===== config.mk =====
export PLATFORM = sky130hd
export DESIGN_NAME = hyper_controller
export DESIGN_NICKNAME = d
export VERILOG_FILES = /design/src/rtl/hyper_controller.sv
export SDC_FILE = /design/constraint.sdc
export NUM_CORES = 1
export LEC_CHECK = 0
export BUFFER_PORTS_ARGS = -buffer_cell sky130_fd_sc_hd__buf_2
export CORE_AREA = 5 5 132 134
export DETAILED_ROUTE_END_ITERATION = 8
export DIE_AREA = 0 0 137 139
export GPL_ROUTABILITY_DRIVEN = 0
export PLACE_DENSITY = 0.73
export SYNTH_ARGS = -nofsm -noshare
export SYNTH_HDL_FRONTEND = slang
export SYNTH_SLANG_ARGS = --single-unit

===== constraint.sdc =====
create_clock -name clk -period 6.6 [get_ports clk]
set_clock_uncertainty 0.05 [all_clocks]
set_input_delay 0.33 -clock clk [delete_from_list [all_inputs] [get_ports clk]]
set_output_delay 0.33 -clock clk [all_outputs]
set_load 0.05 [all_outputs]

===== src/rtl/hyper_controller.sv =====
// Hypervisor control block: owns the hypervisor-mode flag, the external mapper bytes
// and a small register window (scratch, trap code, ctrl, status) at $D640-$D67F.
//
// state    | meaning
// ST_USER  | normal CPU operation, register writes ignored, enter request honoured
// ST_HYPER | hypervisor mode, register window writable, exit request honoured
module hyper_controller #(
    parameter logic [7:0] MAP0_RST = 8'h00,
    parameter logic [7:0] MAP1_RST = 8'h00,
    parameter logic [7:0] MAP2_RST = 8'h00,
    parameter logic [7:0] MAP3_RST = 8'h30
) (
    input  logic       clk,
    input  logic       reset,
    input  logic       hyper_cs,
    input  logic [7:0] hyper_addr,
    input  logic [7:0] hyper_io_data_i,
    output logic [7:0] hyper_io_data_o,
    input  logic       cpu_write,
    input  logic       ready,
    input  logic [7:0] cpu_data_i,
    output logic       hyper_mode,
    input  logic       hyper_enter,
    input  logic       hyper_exit,
    output logic       map_enable_ext,
    input  logic [1:0] mapper_reg_sel,
    output logic [7:0] mapper_reg
);

    typedef enum logic {
        ST_USER  = 1'b0,
        ST_HYPER = 1'b1
    } state_t;

    state_t      state, state_nxt;
    logic        map_ext, map_ext_nxt;
    logic [7:0]  mapper  [4];
    logic [7:0]  scratch [16];
    logic [7:0]  trap_code;
    logic [7:0]  ctrl;
    logic [5:0]  idx;
    logic        wr;
    logic        enter_ok;
    logic        unused_addr_bits;

    assign idx              = hyper_addr[5:0];
    assign unused_addr_bits = ^hyper_addr[7:6];
    assign wr               = hyper_cs & cpu_write & ready & (state == ST_HYPER);
    assign enter_ok         = ready & hyper_enter & (state == ST_USER);

    always_ff @(posedge clk or posedge reset) begin
        if (reset) begin
            state   <= ST_USER;
            map_ext <= 1'b0;
        end else begin
            state   <= state_nxt;
            map_ext <= map_ext_nxt;
        end
    end

    // Exit is evaluated after the ctrl write so an exit always clears the mapper enable.
    always_comb begin
        state_nxt   = state;
        map_ext_nxt = map_ext;
        if (ready) begin
            case (state)
                ST_USER: begin
                    if (hyper_enter) begin
                        state_nxt   = ST_HYPER;
                        map_ext_nxt = ~ctrl[0];
                    end
                end
                ST_HYPER: begin
                    if (wr && idx == 6'h3D) begin
                        map_ext_nxt = ~hyper_io_data_i[0];
                    end
                    if (hyper_exit) begin
                        state_nxt   = ST_USER;
                        map_ext_nxt = 1'b0;
                    end
                end
                default: begin
                    state_nxt   = ST_USER;
                    map_ext_nxt = 1'b0;
                end
            endcase
        end
    end

    always_ff @(posedge clk or posedge reset) begin
        if (reset) begin
            mapper[0] <= MAP0_RST;
            mapper[1] <= MAP1_RST;
            mapper[2] <= MAP2_RST;
            mapper[3] <= MAP3_RST;
            for (int i = 0; i < 16; i++) begin
                scratch[i] <= 8'h00;
            end
            trap_code <= 8'h00;
            ctrl      <= 8'h00;
        end else begin
            if (enter_ok) begin
                trap_code <= cpu_data_i;
            end
            if (wr) begin
                if (idx[5:2] == 4'h0) begin
                    mapper[idx[1:0]] <= hyper_io_data_i;
                end else if (idx[5:4] == 2'b01) begin
                    scratch[idx[3:0]] <= hyper_io_data_i;
                end else if (idx == 6'h3D) begin
                    ctrl <= hyper_io_data_i;
                end
            end
        end
    end

    always_comb begin
        hyper_io_data_o = 8'h00;
        if (idx[5:2] == 4'h0) begin
            hyper_io_data_o = mapper[idx[1:0]];
        end else if (idx[5:4] == 2'b01) begin
            hyper_io_data_o = scratch[idx[3:0]];
        end else begin
            case (idx)
                6'h3C:   hyper_io_data_o = trap_code;
                6'h3D:   hyper_io_data_o = ctrl;
                6'h3E:   hyper_io_data_o = {6'b000000, map_ext, (state == ST_HYPER)};
                default: hyper_io_data_o = 8'h00;
            endcase
        end
    end

    assign hyper_mode     = (state == ST_HYPER);
    assign map_enable_ext = map_ext;
    assign mapper_reg     = mapper[mapper_reg_sel];

endmodule


* Yosys cells after proc, flatten, opt, wreduce, memory -nomap -nowiden
Cells that the tools add are included.
** Storage, ports and cells
- Word-level logic and storage cells :: 81
- Register bits after elaboration :: 178
- RAM bits :: 0
- Output and inout bits :: 18
- Bits in read-only memories :: 0
- Input port bits :: 33
- Bits in latches :: 0
- Memories kept :: 0
** Operators by class
- Reductions and logical operators :: 8
- Shifts and indexed selects :: 0
- Div/mod/pow operators :: 0
- $lt $le $gt $ge :: 5
- Multipliers :: 0
- Add/sub/neg operators :: 0
- Equality and inequality tests :: 6
- Muxes and demuxes :: 25
- Bitwise logic cells :: 13
** Operators by type and width (number)
- 128-bit bitwise mux :: 1
- 8-bit 2-to-1 mux :: 10
- 8-bit binary-select mux with 2-bit select :: 2
- 8-bit binary-select mux with 4-bit select :: 1
- 32-bit bitwise mux :: 1
- 8-bit demux with 4-bit select :: 1
- 8-bit case mux with 3 select lines :: 1
- 6-bit == test (second input constant) :: 3
- 8-bit demux with 2-bit select :: 1
- 3-bit greater-or-equal comparator (second input constant) :: 2
- 2-bit inverter with 3-bit output :: 2
- 3-bit AND reduction :: 2
- 1-bit bitwise AND :: 5
- 5-bit greater-or-equal comparator (second input constant) :: 1
- 5-bit by 1-bit less-than comparator with 1-bit output (second input constant) :: 1
- 1-bit 2-to-1 mux :: 5
- 1-bit inverter :: 5
- 4-bit inverter with 5-bit output :: 1
- 4-bit logical NOT :: 1
- 1-bit case mux with 2 select lines :: 2
- 4-bit AND reduction :: 1
- 1-bit logical AND :: 3
- 3-bit by 1-bit less-than comparator with 1-bit output (second input constant) :: 1
- 3-bit by 2-bit inequality test with 1-bit output (second input constant) :: 1
- 3 further kinds :: 3

* Depth between registers and ports, before layout
- Word-level depth :: 7
- Mapped depth :: 7
- Mapped depth without buffers :: 4

* Worst setup path after synthesis
Ideal clock, no wire load.
- Path kind :: input to output
- Start point :: in hyper_addr[2]
- End point :: out hyper_io_data_o[2]
- Arrival :: 2.226 ns
- Slack :: 3.994 ns
- Data required time :: 6.220 ns
- Stages :: 5
- Cells stage by stage :: buf_2 -> buf_2 -> nor3b_1 -> a222oi_1 -> a31oi_1
** On the way
- Longest elaborated chain between the ends :: 6
** RTL lines
- start: declaration :: RTL line 16 : input logic [7:0] hyper_addr,
- 4-bit inverter with 5-bit output (implied by the code) :: RTL line 122 : hyper_io_data_o = scratch[idx[3:0]];
- 8-bit binary-select mux with 4-bit select :: RTL line 122
- 8-bit 2-to-1 mux (implied by the code) (2 in series) :: RTL line 122
- 8-bit 2-to-1 mux :: RTL line 121 : end else if (idx[5:4] == 2'b01) begin
- 8-bit 2-to-1 mux (*) :: RTL line 119 : if (idx[5:2] == 4'h0) begin
- end: declaration :: RTL line 18 : output logic [7:0] hyper_io_data_o,
Every way passes the cells marked *; elsewhere a longest branch is shown, timed or not. The select of a mux whose other input is x is not followed.

* Worst setup path after layout
- Start point :: in hyper_addr[1]
- End point :: out hyper_io_data_o[1]
Same word-level chain as after synthesis.

==> run_results.csv <==
group,metric,value,unit
placed_design,place_area,0.00915,mm2
outcome,violations,"negative hold slack",
clock_tree,tritoncts,"yes",
clock_tree,clk_pin_slew_worst_paths,0.07,ns
floorplanning,initial_core_util,0.545,
clock_tree,cts_inserted_buffers,17,
logic_synthesis,yosysUniqueCellTypes,49,
grt,first_global_vias,5522,
setup_path,critical_path_class,"in2out",
floorplanning,io_pins,51,
setup_path,cp-startpoint,"hyper_addr[1]",
layout,fin_area,0.00981,mm2
placed_design,dp_slack,3.55,ns
floorplanning,die_w,137,um
placed_design,hpwl,12.7,mm
layout,drive_gt1_frac,0.539,
layout,nets,647,
logic_synthesis,synth_seq_area_share,0.506,
sta,setup_slack,3.56,ns
logic_synthesis,syn_area,0.00882,mm2
clock_tree,cts_resized,0,
grt,grt_antenna_before_repair,0,
sta,hold_ws,-0.0212,ns
setup_path,cp-start-kind,"input port",
grt,grt_max_degree,98,
logic_synthesis,ys_ff_latch,178,
power_and_ir_drop,max-vdd-ir-drop,183,uV
sta,drv_slew,0,
grt,grt_usage,0.215,
layout,largest_reg_flops,128,
drt,vias,5174,
clock_tree,cts_htree_levels,4,
grt,grt_pass1_wl,31.3,mm
setup_path,crit_fanout,66,
power_and_ir_drop,cellLeakagePower,4.74,nW
placed_design,dp_cells,815,
layout,stdcell_count,847,
logic_synthesis,synth_warnings,0,
sta,period_minus_slack,3.04,ns
min_path,hold_class,"in2async",
placed_design,port_buffers,48,
logic_synthesis,yosys.area.top_type,"dfrtp_1",
power_and_ir_drop,p_total,2.51,mW
floorplanning,core-area,0.0162,mm2
grt,grt_overflow_total,0,
floorplanning,rows,47,
sta,rsz0062_at_grt,"false",
outcome,status,"finished, violations left",
layout,area_delta_synth_final,11.2,%
clock_tree,clock_latency,0.42,ns
drt,drc_errors,0,
setup_path,r2r-end,"scratch[58]",
layout,final_core_utilization,0.606,
logic_synthesis,synth_area_leaders,"dfrtp_1 50%, mux2_2 23%, mux4_2 9.2%, mux2_1 2.0%, mux2i_1 1.8%",
sta,max_slew_margin,0.283,
layout,final_cell_mix,"178 x mux2_2, 176 x dfrtp_1, 47 x buf_2",
logic_synthesis,synth_top_area_frac,0.500,
floorplanning,die_y,139,um
logic_synthesis,netlist_instances,584,
setup_path,ff2ff_setup_slack,4.46,ns
setup_path,reg2reg_depth,4,
drt,wirelength,19.2,mm
sta,tightest_slew,1.08,ns
logic_synthesis,synth_nets,617,
drt,detail_route.wl_per_cell,22.7,um
sta,finalSetupTns,0,ns
setup_path,regToRegStartpoint,"hyper_mode",
sta,hold_viol,10,
layout,nFillCells,1223,
clock_tree,hold_buffers,0,
sta,fmax,329,MHz
sta,period_share,0.460,
clock_tree,cts_setup_buffers,0,
setup_path,crit_path_end_kind,"output pin",
setup_path,arrival,2.66,ns
power_and_ir_drop,p_per_area,256,mW/mm2
flow_run,cap_violations,0,
logic_synthesis,synth-main-ff-cell,"dfrtp_1",
drt,routed_via_density,6.11,
sta,finalSetupViolations,0,
clock_tree,clock_path_buffers,2,
drt,initialDrtViolationCount,310,
logic_synthesis,synth_edf_count,0,
floorplanning,die_area,0.0190,mm2
clock_tree,cts_sinks,178,
drt,first_pass_iters,5,
logic_synthesis,async_flop_share,1.00,
clock_tree,cts-root-buf,"clkbuf_16",
logic_synthesis,syn_avg_cell_area,15.1,um2
layout,mostFrequentLayoutCell,"mux2_2",
drt,antenna_left,0,
layout,insertedDiodeCount,0,
setup_path,crit_required,6.22,ns
## critical path: stages
cell and delay [ns]:
buf_4 0.79, mux4_2 0.62, mux2_2 0.31, o311a_2 0.35, buf_2 0.22
## where the power goes
group	total [mW]	switching [mW]	internal, mW
clock	1.13	0.405	0.720
combinational	0.222	0.135	0.0874
sequential	1.17	0.0291	1.14
total	2.51	0.569	1.95
## Yosys cell counts (all sizes together) (2+ instances only)
cell,number
a21o,5
a21oi,3
a222oi,5
a31oi,6
buf,20
clkbuf,19
dfrtp,176
dfstp,2
inv,2
mux2,202
mux2i,16
mux4,36
nand2,13
nand2b,3
nand3,3
nand3b,4
nand4,2
nor2,27
nor3,12
nor3b,2
o211ai,2
o21a,2
o21ai,6
o22ai,2
o311a,2
## layout make-up
type                    instances  area, um2  share of cell area
repair buffers                 50        258              0.0263
flip-flops and latches        178       4460               0.455
clock buffers                  22        454              0.0463
clock inverters                10        206              0.0211
inverters                       2       12.5             0.00128
well taps                     220        275              0.0281
multi-input cells             365       4140               0.422
## how the worst max path moves through the flow
| stage | endpoint | slack, ns | cells after the start |
|---|---|---|---|
| 3_3_place_gp | hyper_io_data_o[1] | 3.56 | 5 |
| 2_1_floorplan | ctrl[0] | 1.39 | 1 |
| 4_1_cts | hyper_io_data_o[1] | 3.54 | 5 |
| 6_report | hyper_io_data_o[1] | 3.56 | 5 |
| 5_1_grt | hyper_io_data_o[1] | 3.49 | 5 |
| 3_5_place_dp | hyper_io_data_o[1] | 3.55 | 5 |
## cells by family (layout without fill, tap and decap cells)
group                  Yosys count  count (layout)  synth area share
AND/OR/NAND/NOR                 73              73            0.0668
buffers and inverters           41              84            0.0246
AO/OA/AOI/OAI                   38              38            0.0315
multiplexers                   254             254             0.372
flip-flops                     178             178             0.506
## layer usage
layer | part of all wire | GRT usage | vias up
met1 | 0.44 | 0.304 | 2794
met4 | 0.013 | 0.0541 | 0
met3 | 0.036 | 0.0374 | 19
met5 | 0 | 0 | -
li1 | - | - | 2248
met2 | 0.51 | 0.348 | 113
Power figures use the tool's default switching activity.
